--- src/rtl/des_dec_key_sched.sv ---
// des_dec_key_sched
//   Iterative DES subkey generator. A key is accepted in IDLE, and the block
//   then emits one 48-bit subkey per handshake: K1..K16 when decrypt=0, or
//   K16..K1 when decrypt=1.
// Ports:
//   clk, rst_n          clock, asynchronous active-low reset
//   key_valid/key_ready key handshake (key_ready high only in IDLE)
//   key_in[63:0]        DES key, FIPS bit 1 = key_in[63]; parity bits ignored
//   decrypt             direction, sampled together with the key
//   sk_valid/sk_ready   subkey handshake
//   sk_data[47:0]       subkey, FIPS bit 1 = sk_data[47]
//   sk_round[3:0]       index of the current subkey in emission order
//   sk_last             current subkey is the 16th
module des_dec_key_sched (
  input  logic        clk,
  input  logic        rst_n,
  input  logic        key_valid,
  output logic        key_ready,
  input  logic [63:0] key_in,
  input  logic        decrypt,
  output logic        sk_valid,
  input  logic        sk_ready,
  output logic [47:0] sk_data,
  output logic [3:0]  sk_round,
  output logic        sk_last
);

  typedef enum logic {IDLE, EMIT} state_t;

  // FIPS 46-3 tables, 1-based bit numbers, MSB-first.
  localparam int unsigned PC1_TAB [56] = '{
    57, 49, 41, 33, 25, 17,  9,  1, 58, 50, 42, 34, 26, 18,
    10,  2, 59, 51, 43, 35, 27, 19, 11,  3, 60, 52, 44, 36,
    63, 55, 47, 39, 31, 23, 15,  7, 62, 54, 46, 38, 30, 22,
    14,  6, 61, 53, 45, 37, 29, 21, 13,  5, 28, 20, 12,  4
  };

  localparam int unsigned PC2_TAB [48] = '{
    14, 17, 11, 24,  1,  5,  3, 28, 15,  6, 21, 10,
    23, 19, 12,  4, 26,  8, 16,  7, 27, 20, 13,  2,
    41, 52, 31, 37, 47, 55, 30, 40, 51, 45, 33, 48,
    44, 49, 39, 56, 34, 53, 46, 42, 50, 36, 29, 32
  };

  function automatic logic [55:0] pc1(input logic [63:0] k);
    logic [55:0] r;
    r = '0;
    for (int unsigned i = 0; i < 56; i++)
      r[6'(55 - i)] = k[6'(64 - PC1_TAB[i])];
    return r;
  endfunction

  function automatic logic [47:0] pc2(input logic [55:0] cd);
    logic [47:0] r;
    r = '0;
    for (int unsigned i = 0; i < 48; i++)
      r[6'(47 - i)] = cd[6'(56 - PC2_TAB[i])];
    return r;
  endfunction

  // SHIFT[idx] (1-based) is 1 for idx in {1,2,9,16}, else 2.
  function automatic logic shift_is_two(input logic [4:0] idx);
    return !(idx == 5'd1 || idx == 5'd2 || idx == 5'd9 || idx == 5'd16);
  endfunction

  function automatic logic [27:0] rotl28(input logic [27:0] x, input logic two);
    return two ? {x[25:0], x[27:26]} : {x[26:0], x[27]};
  endfunction

  function automatic logic [27:0] rotr28(input logic [27:0] x, input logic two);
    return two ? {x[1:0], x[27:2]} : {x[0], x[27:1]};
  endfunction

  state_t      state;
  logic [27:0] c_q, d_q;
  logic [3:0]  round_q;
  logic        dir_q;

  logic [55:0] key_pc1;
  logic        enc_two, dec_two;

  always_comb begin
    key_pc1 = pc1(key_in);
    // After emitting subkey r = round+1: encrypt steps forward by SHIFT[r+1],
    // decrypt undoes SHIFT[17-r].
    enc_two = shift_is_two({1'b0, round_q} + 5'd2);
    dec_two = shift_is_two(5'd16 - {1'b0, round_q});
  end

  assign sk_data  = pc2({c_q, d_q});
  assign sk_round = round_q;

  always_ff @(posedge clk or negedge rst_n) begin
    if (!rst_n) begin
      state     <= IDLE;
      c_q       <= '0;
      d_q       <= '0;
      round_q   <= '0;
      dir_q     <= 1'b0;
      sk_valid  <= 1'b0;
      key_ready <= 1'b1;
      sk_last   <= 1'b0;
    end else begin
      case (state)
        IDLE: begin
          if (key_valid) begin
            // Full rotation sums to 28, so decrypt starts from raw PC1 (=C16/D16);
            // encrypt pre-applies SHIFT[1] to land on C1/D1.
            if (decrypt) begin
              c_q <= key_pc1[55:28];
              d_q <= key_pc1[27:0];
            end else begin
              c_q <= rotl28(key_pc1[55:28], 1'b0);
              d_q <= rotl28(key_pc1[27:0], 1'b0);
            end
            dir_q     <= decrypt;
            round_q   <= '0;
            sk_valid  <= 1'b1;
            key_ready <= 1'b0;
            sk_last   <= 1'b0;
            state     <= EMIT;
          end
        end
        EMIT: begin
          if (sk_ready) begin
            if (round_q == 4'd15) begin
              round_q   <= '0;
              sk_valid  <= 1'b0;
              key_ready <= 1'b1;
              sk_last   <= 1'b0;
              state     <= IDLE;
            end else begin
              round_q <= round_q + 4'd1;
              sk_last <= (round_q == 4'd14);
              if (dir_q) begin
                c_q <= rotr28(c_q, dec_two);
                d_q <= rotr28(d_q, dec_two);
              end else begin
                c_q <= rotl28(c_q, enc_two);
                d_q <= rotl28(d_q, enc_two);
              end
            end
          end
        end
        default: state <= IDLE;
      endcase
    end
  end

endmodule

--- config.mk ---
export PLATFORM = sky130hd
export DESIGN_NAME = des_dec_key_sched
export DESIGN_NICKNAME = d
export VERILOG_FILES = /design/src/rtl/des_dec_key_sched.sv
export SDC_FILE = /design/constraint.sdc
export NUM_CORES = 1
export LEC_CHECK = 0
export ABC_AREA = 1
export CAP_MARGIN = 20
export CORE_MARGIN = 2
export CORE_UTILIZATION = 50
export CTS_BUF_LIST = sky130_fd_sc_hd__clkbuf_4 sky130_fd_sc_hd__clkbuf_8
export CTS_CLUSTER_SIZE = 25
export DETAILED_ROUTE_END_ITERATION = 12
export PLACE_DENSITY = 0.77
export SLEW_MARGIN = 5
export SYNTH_ARGS = -nofsm -noshare
export SYNTH_HDL_FRONTEND = slang
export SYNTH_SLANG_ARGS = --single-unit
export TNS_END_PERCENT = 100
--- constraint.sdc ---
create_clock -name clk -period 4.1 [get_ports clk]
set_input_delay 0.615 -clock clk [delete_from_list [all_inputs] [get_ports clk]]
set_output_delay 0.615 -clock clk [all_outputs]
set_load 0.05 [all_outputs]
# Word level (Yosys, flattened, before mapping)
# Cells that the tools add are included.
# Widths: inputs -> output; s select.
totals:
  register_bits: 65
classes:
  addsub: 3
  n_eq_ne: 14
  n_mux: 35
  bitwise_logic: 1
  n_reduce_logical: 10
ops:
  columns: ["op", "count"]
  rows:
  - ["$mux 28", 14]
  - ["$pmux 28 s2", 2]
  - ["$mux 4", 3]
  - ["$mux 1", 11]
  - ["$eq 5x1->1 const B", 2]
  - ["$eq 5x2->1 const B", 2]
  - ["$eq 5x4->1 const B", 2]
  - ["$eq 5x5->1 const B", 2]
  - ["$eq 4x4->1 const B", 2]
  - ["$pmux 1 s2", 4]
  - ["$pmux 4 s2", 1]
  - ["$logic_or 1x1->1", 6]
  - ["$ne 2x2->1 const B", 3]
  - ["$reduce_and 3->1", 2]
  - ["$add 4x2->5 const B", 1]
  - ["$sub 5x4->5 const A", 1]
  - ["$add 4x1->4 const B", 1]
  - ["$reduce_and 2->1", 2]
  - ["$ne 2x1->1 const B", 1]
  - ["$not 1->1", 1]

# Longest topological paths before layout
# Gate-level depths: netlist of the first run.
depth:
  word_depth: 10
  ltp_mapped: 14

# Worst setup path after synthesis of the first run
# Ideal clock, no wire load.
synth_path:
  path_kind: "register to register"
  startpoint: "register round_q[1], in the netlist sk_round[1]"
  endpoint: "register d_q[14]"
  setup_ps: 116
  arrival_ps: 2190
  slack_ps: 1794
  path_stages_with_launch: 11
  n_path_buf: 2
  path_cell_list: "dfrtp_1 inv_1 ha_1 inv_1 clkbuf_1 buf_1 nand3_1 nand3_1 nand3_1 nand2_1 nand2_1"
synth_via:
  elab_chain_len: 10
synth_rtl:
  columns: ["item", "line_no", "text"]
  rows:
  - ["from (decl)", "76", "logic [3:0] round_q;"]
  - ["from (signal assigned)", "133", "round_q <= round_q + 4'd1;"]
  - ["$sub 5x4->5 or $add 4x2->5 (tied branches)", "87, 86", null]
  - ["$eq 5x1->1 or $eq 5x2->1 (tied branches)", "63", "return !(idx == 5'd1 || idx == 5'd2 || idx == 5'd9 || idx == 5'd16);"]
  - ["$logic_or 1x1->1 (3 in a row)", "63", null]
  - ["$mux 28 (on tied branches)", "71, 67", null]
  - ["$mux 28", "135", "if (dir_q) begin"]
  - ["$mux 28", "126", "if (round_q == 4'd15) begin"]
  - ["$mux 28", "125", "if (sk_ready) begin"]
  - ["$pmux 28 s2", "104", "case (state)"]
  - ["to (signal assigned)", "111", "d_q <= key_pc1[27:0];"]
  - ["to (signal assigned)", "137", "d_q <= rotr28(d_q, dec_two);"]
  - ["to (signal assigned)", "140", "d_q <= rotl28(d_q, enc_two);"]
  - ["to (decl)", "75", "logic [27:0] c_q, d_q;"]
# Parallel ways exist; a longest one is shown, timed or not. The select of a mux whose other input is x is not followed.
# A chain may end at the register's enable or synchronous reset.

# Worst setup path in the final report of the first run
layout_path:
  startpoint: "register round_q[1], in the netlist sk_round[1]"
  endpoint: "register c_q[5]"
layout_via:
  elab_chain_len: 10
layout_rtl:
  columns: ["item", "line_no", "text"]
  rows:
  - ["$sub 5x4->5 or $add 4x2->5 (tied branches)", "87, 86", null]
  - ["$eq 5x1->1 or $eq 5x2->1 (tied branches)", "63", null]
  - ["$logic_or 1x1->1 (3 in a row)", "63", null]
  - ["$mux 28 (on tied branches)", "71, 67", null]
  - ["$mux 28", "135", null]
  - ["$mux 28", "126", null]
  - ["$mux 28", "125", null]
  - ["$pmux 28 s2", "104", null]
  - ["to (signal assigned)", "110", "c_q <= key_pc1[55:28];"]
  - ["to (signal assigned)", "136", "c_q <= rotr28(c_q, dec_two);"]
  - ["to (signal assigned)", "139", "c_q <= rotl28(c_q, enc_two);"]
  - ["to (decl)", "75", null]
# Parallel ways exist; a longest one is shown, timed or not. The select of a mux whose other input is x is not followed.

==> results_dict.tcl, run 1 <==
set metrics [dict create \
    cpPeakStageDelay_ns 0.66 \
    grt_pass1_vias 6636 \
    clock-root-buffer "clkbuf_8" \
    synth_flop_cell "dfrtp_1" \
    start_util_pct 51.40 \
    grt_use_total_pct 26.46 \
    period_minus_slack_ns 2.676 \
    outcome "complete, no violations" \
    layout.cells.non_filler 1353 \
    synth_compound_area_share_pct 1.691 \
    cp_common_cell "nand3_1" \
    postCtsSetupBuffers 0 \
    die_x_um 120.7 \
    cts.sinks 65 \
    place_congestion 0.8349 \
    areaGrowthSynthToFinish_pct 11.19 \
    cts_buffers 9 \
    postSynthAreaPerCell_um2 5.833 \
    grt_pass1_wl_um 31910 \
    drt-initial-drc-count 918 \
    maxSlewHeadroom_pct 33.00 \
    path_delay_family "buffers and inverters" \
    ys_warn_count 0 \
    finClkSkew_ns 0.01482 \
    p_leak_nw 4.164 \
    syn-instance-count 1167 \
    diodes 0 \
    drive_gt1_share_pct 4.333 \
    port_buffers 115 \
    synth_seq_area_share_pct 23.92 \
    grt_max_degree 61 \
    clk_pin_slew_ns 0.08 \
    synth_xor_area_share_pct 0.2574 \
    finalNetCount 1248 \
    path_buf_inv 3 \
    reg2reg_depth 9 \
    num_rows 42 \
    ys_ff_latch 65 \
    crit_path_max_fanout 27 \
    rsz0062_at_grt "false" \
    place_inst 1336 \
    fmax_mhz 373.7 \
    power_density_nw_per_um2 902.4 \
    muxShareOfSynthArea_pct 0 \
    synthSimpleGateAreaFrac_pct 51.97 \
    post-route-util_pct 57.15 \
    drt_pass1_iterations 5 \
    io_pins 124 \
    drtAntennaViolNets 0 \
    core_um2 13240 \
    wl_um 18910 \
    final_cell_mix "nand2_1, nand3_1, inv_1, clkdlybuf4s50_1, dfrtp_1" \
    syn_nets 1243 \
    finalSetupViolCount 0 \
    vias 7369 \
    finalCritPeriodShare_pct 65.26 \
    synth_top_family_by_area "simple AND/OR/NAND/NOR gates" \
    antenna_found_initial 0 \
    gr-total-overflow 0 \
    crit_cells 9 \
    cts_buffer_depth 2 \
    syn_area_um2 6807 \
    ir_drop_uv 614.6 \
    worst_pin_slew_ns 1.003 \
    fillerInstances 1364 \
    holdBufCountCts 0 \
    setup_tns_ns 0 \
    crit_arrival_ns 2.93 \
    crit_path_end_kind "flip-flop" \
    routedWlPerCell_um 13.98 \
    cp_cell_sequence "inv_1 -> ha_1 -> inv_1 -> buf_4 -> nand3_1 -> nand3_1 -> nand3_1 -> nand2_1 -> nand2_1" \
    crit_type "reg -> reg" \
    insertion_delay_ns 0.37 \
    hpwl_um 11710 \
    hp-class "in -> async" \
    routed_via_density 5.446 \
    cap_viol_max_count 0 \
    ys_async_sr_fraction_pct 100.0 \
    dieArea_um2 14560 \
    layout_commonest_cell "nand2_1" \
    final_hold_viol_count 0 \
    die_y_um 120.7 \
    cts_resized 0 \
    final-max-slew-violation-count 0 \
    drc_errors 0 \
    synth_edf_count 0 \
    cts_tree "yes" \
    critPathLaunchType "flip-flop" \
    ys_types 25 \
    synthAdderAreaFrac_pct 1.287 \
    cts_max_level 3 \
    required_ns 4.35 \
    worst_path_max_delay_cell "inv_1" \
]
[flip-flops by register name (all words and copies together) (netlist names)]
| register | flops |
|---|---|
| c_q | 28 |
| d_q | 28 |
| dir_q | 1 |
| key_ready | 1 |
| sk_last | 1 |
| sk_round | 4 |
| sk_valid | 1 |
| state | 1 |
[power breakdown]
part	leakage (nW)	switching, W	internal [W]
registers	0.814	0.000246	0.000939
logic	3.25	0.00353	0.00158
clock network	0.0969	0.000267	0.000269
[worst register-to-register path, stage by stage, from the launching register on]
cell and delay, ns:
dfrtp_1 0.50, inv_1 0.16, ha_1 0.34, inv_1 0.66, buf_4 0.42, nand3_1 0.11
nand3_1 0.11, nand3_1 0.12, nand2_1 0.09, nand2_1 0.05
[Yosys cell counts, drive strengths merged (2+ instances only)]
| library cell | count | share of area (%) |
|---|---|---|
| nand2 | 460 | 25 |
| nand3 | 282 | 21 |
| inv | 128 | 7.1 |
| buf | 108 | 12 |
| dfrtp | 64 | 24 |
| nand4 | 57 | 5.2 |
| clkbuf | 31 | 1.7 |
| o21ai | 16 | 1.2 |
| ha | 7 | 1.3 |
| nor2 | 4 | 0.22 |
| a21oi | 2 | 0.15 |
[layer usage]
metal,track usage [%],part of all wire (%)
met1,36.75,45
met3,3.302,7.3
met5,0,0
met2,42.76,47
met4,8.576,1.2
[path summary, 6_finish.rpt]
check                      slack [ns]         to   startpoint
max                              1.42     c_q[5]  sk_round[1]
min                              0.12     d_q[0]        rst_n
max reg2reg                      1.42     c_q[5]  sk_round[1]
min reg2reg                      0.48     c_q[6]       c_q[6]
max in group asynchronous        3.29  key_ready        rst_n
min in group clk                 0.48     c_q[6]       c_q[6]
[cell type report]
class                      count  area (um2)  area share (%)
multi-input combinational    834        3770           49.81
clock buffer                  16       176.4           2.331
inverter                     129       484.2           6.398
sequential                    65        1629           21.52
tap                          176       220.2           2.910
timing repair buffer         133        1289           17.03
[stage by stage]
stage	cell area (um2)	setup slack (ns)	power [W]	hold slack, ns
6_report	7569	1.424	0.006830	0.1220
5_1_grt	7569	1.218	0.007448	0.1358
4_1_cts	7548	1.488	0.006787	0.4619
3_5_place_dp	7372	1.336	0.006239	0.4648
3_3_place_gp	7372	1.359	0.006179	0.4633
2_1_floorplan	6807	1.794	0.005519	0.3194
[cells by family after synthesis]
logic type / after synthesis
buffers and inverters: 268
XOR/XNOR: 2
adder cells (fa/ha/maj): 7
flip-flops: 65
AO/OA/AOI/OAI: 21
AND/OR/NAND/NOR: 804
Power figures use the tool's default switching activity.
==> run 2: changes to the inputs <==
==> constraint.sdc (replaced) <==
create_clock -name clk -period 2.6 [get_ports clk]
set_input_delay 0.39 -clock clk [delete_from_list [all_inputs] [get_ports clk]]
set_output_delay 0.39 -clock clk [all_outputs]
set_load 0.05 [all_outputs]
==> results_dict.tcl, run 2 (synthesis results as in run 1) <==
set metrics [dict create \
    dpl_cell_area_um2 7495 \
    drtAntennaViolNets 0 \
    routed_via_density 5.477 \
    place_congestion 0.8310 \
    setup_slack_ns 0.4061 \
    grt_pass1_wl_um 31660 \
    grt_pass1_vias 6605 \
    postCtsSetupBuffers 0 \
    start_util_pct 51.40 \
    grt_max_degree 66 \
    crit_path_end_kind "flip-flop" \
    cts.sinks 65 \
    drt-initial-drc-count 987 \
    die_x_um 120.7 \
    port_buffers 115 \
    worst_r2r_startpoint "sk_round[1]" \
    drc_errors 0 \
    required_ns 2.91 \
    worst_path_max_delay_cell "inv_2" \
    final-max-slew-violation-count 0 \
    finalCritPeriodShare_pct 84.38 \
    p_leak_nw 4.211 \
    cts_resized 0 \
    finalSetupViolCount 0 \
    power_density_nw_per_um2 1432 \
    critPathLaunchType "flip-flop" \
    antenna_found_initial 0 \
    wl_um 18870 \
    setup_tns_ns 0 \
    ir_drop_uv 1002 \
    outcome "complete, no violations" \
    clock-root-buffer "clkbuf_8" \
    routedWlPerCell_um 13.92 \
    grt_use_total_pct 26.44 \
    cts_tree "yes" \
    gr-total-overflow 0 \
    finalNetCount 1250 \
    clk_pin_slew_ns 0.08 \
    place_ws_ns 0.3574 \
    hp-class "in -> async" \
    drt_pass1_iterations 6 \
    holdBufCountCts 0 \
    worst_pin_slew_ns 0.9840 \
    layout.cells.non_filler 1355 \
    rsz0062_at_grt "false" \
    finClkSkew_ns 0.01218 \
    drive_gt1_share_pct 4.495 \
    layout_commonest_cell "nand2_1" \
    areaGrowthSynthToFinish_pct 12.78 \
    cap_viol_max_count 0 \
    cts_buffers 9 \
    place_inst 1339 \
    cts_buffer_depth 2 \
    cpPeakStageDelay_ns 0.71 \
    maxSlewHeadroom_pct 34.30 \
    crit_type "reg -> reg" \
    cts_max_level 3 \
    num_rows 42 \
    vias 7421 \
    diodes 0 \
    dieArea_um2 14560 \
    final_cell_mix "nand2_1, nand3_1, inv_1, clkdlybuf4s50_1, dfrtp_1" \
    die_y_um 120.7 \
    final_hold_viol_count 0 \
    crit_path_max_fanout 56 \
    cp_cell_sequence "ha_1 -> inv_1 -> nor3_2 -> inv_2 -> nand2_2 -> nand2_2 -> inv_2 -> nand2_1 -> nand2_1" \
    period_minus_slack_ns 2.194 \
    core_um2 13240 \
    insertion_delay_ns 0.38 \
    power.total_w 0.01099 \
    crit_start "sk_round[1]" \
    io_pins 124 \
    crit_arrival_ns 2.51 \
    fmax_mhz 455.8 \
    final_cell_area_um2 7676 \
    hpwl_um 11590 \
]
==> run 2: changes by cell type in the layout (fill, tap and decap cells not counted) <==
cell / previous run / this run
buf_12: 1 / 8
buf_4: 17 / 12
clkbuf_4: 7 / 2
clkbuf_8: 9 / 11
clkinv_2: 0 / 3
==> run 2: worst paths after layout <==
kind                              to  slack (ns)  cells after the start
setup / recovery              d_q[3]        0.41                      9
hold / removal               d_q[10]        0.04                      2
setup reg to reg              d_q[3]        0.41                      9
hold reg to reg              d_q[21]        0.48                      2
max in group asynchronous  key_ready        2.23                      2
min in group clk             d_q[21]        0.48                      2
==> run 2: routing by layer <==
layer	global-route usage [%]	up-vias	part of all wire [%]
li1	-	3688	-
met1	35.53	3412	44
met2	43.54	290	47
met3	3.868	31	6.8
met4	8.939	0	1.5
met5	0	-	0
==> run 2: where the power goes <==
group / leakage (nW) / internal [W] / switching, W
sequential: 0.814 / 0.00148 / 0.000393
clock: 0.100 / 0.000416 / 0.000440
combinational: 3.30 / 0.00268 / 0.00558
total: 4.21 / 0.00458 / 0.00641
==> run 2: stage by stage <==
stage	hold WS [ns]	utilization, %
6_report	0.03530	57.96
2_1_floorplan	0.09441	-
3_5_place_dp	0.4460	56.59
4_1_cts	0.03465	57.96
3_3_place_gp	0.4390	56.59
5_1_grt	0.04888	57.96
==> run 2: cell type report <==
class	count	area (um2)
clock buffers	13	166.4
flip-flops and latches	65	1629
clock inverters	3	15.01
inverters	129	484.2
well taps	176	220.2
repair buffers	135	1391
multi-input cells	834	3770
fillers	1358	5567
==> run 2: critical path, delay by kind of cell (launching register included) <==
kind	cells	cell delay, ns
buffers and inverters	3	0.85
DFF	1	0.51
adders and majority gates	1	0.27
and+or+nand+nor	5	0.50
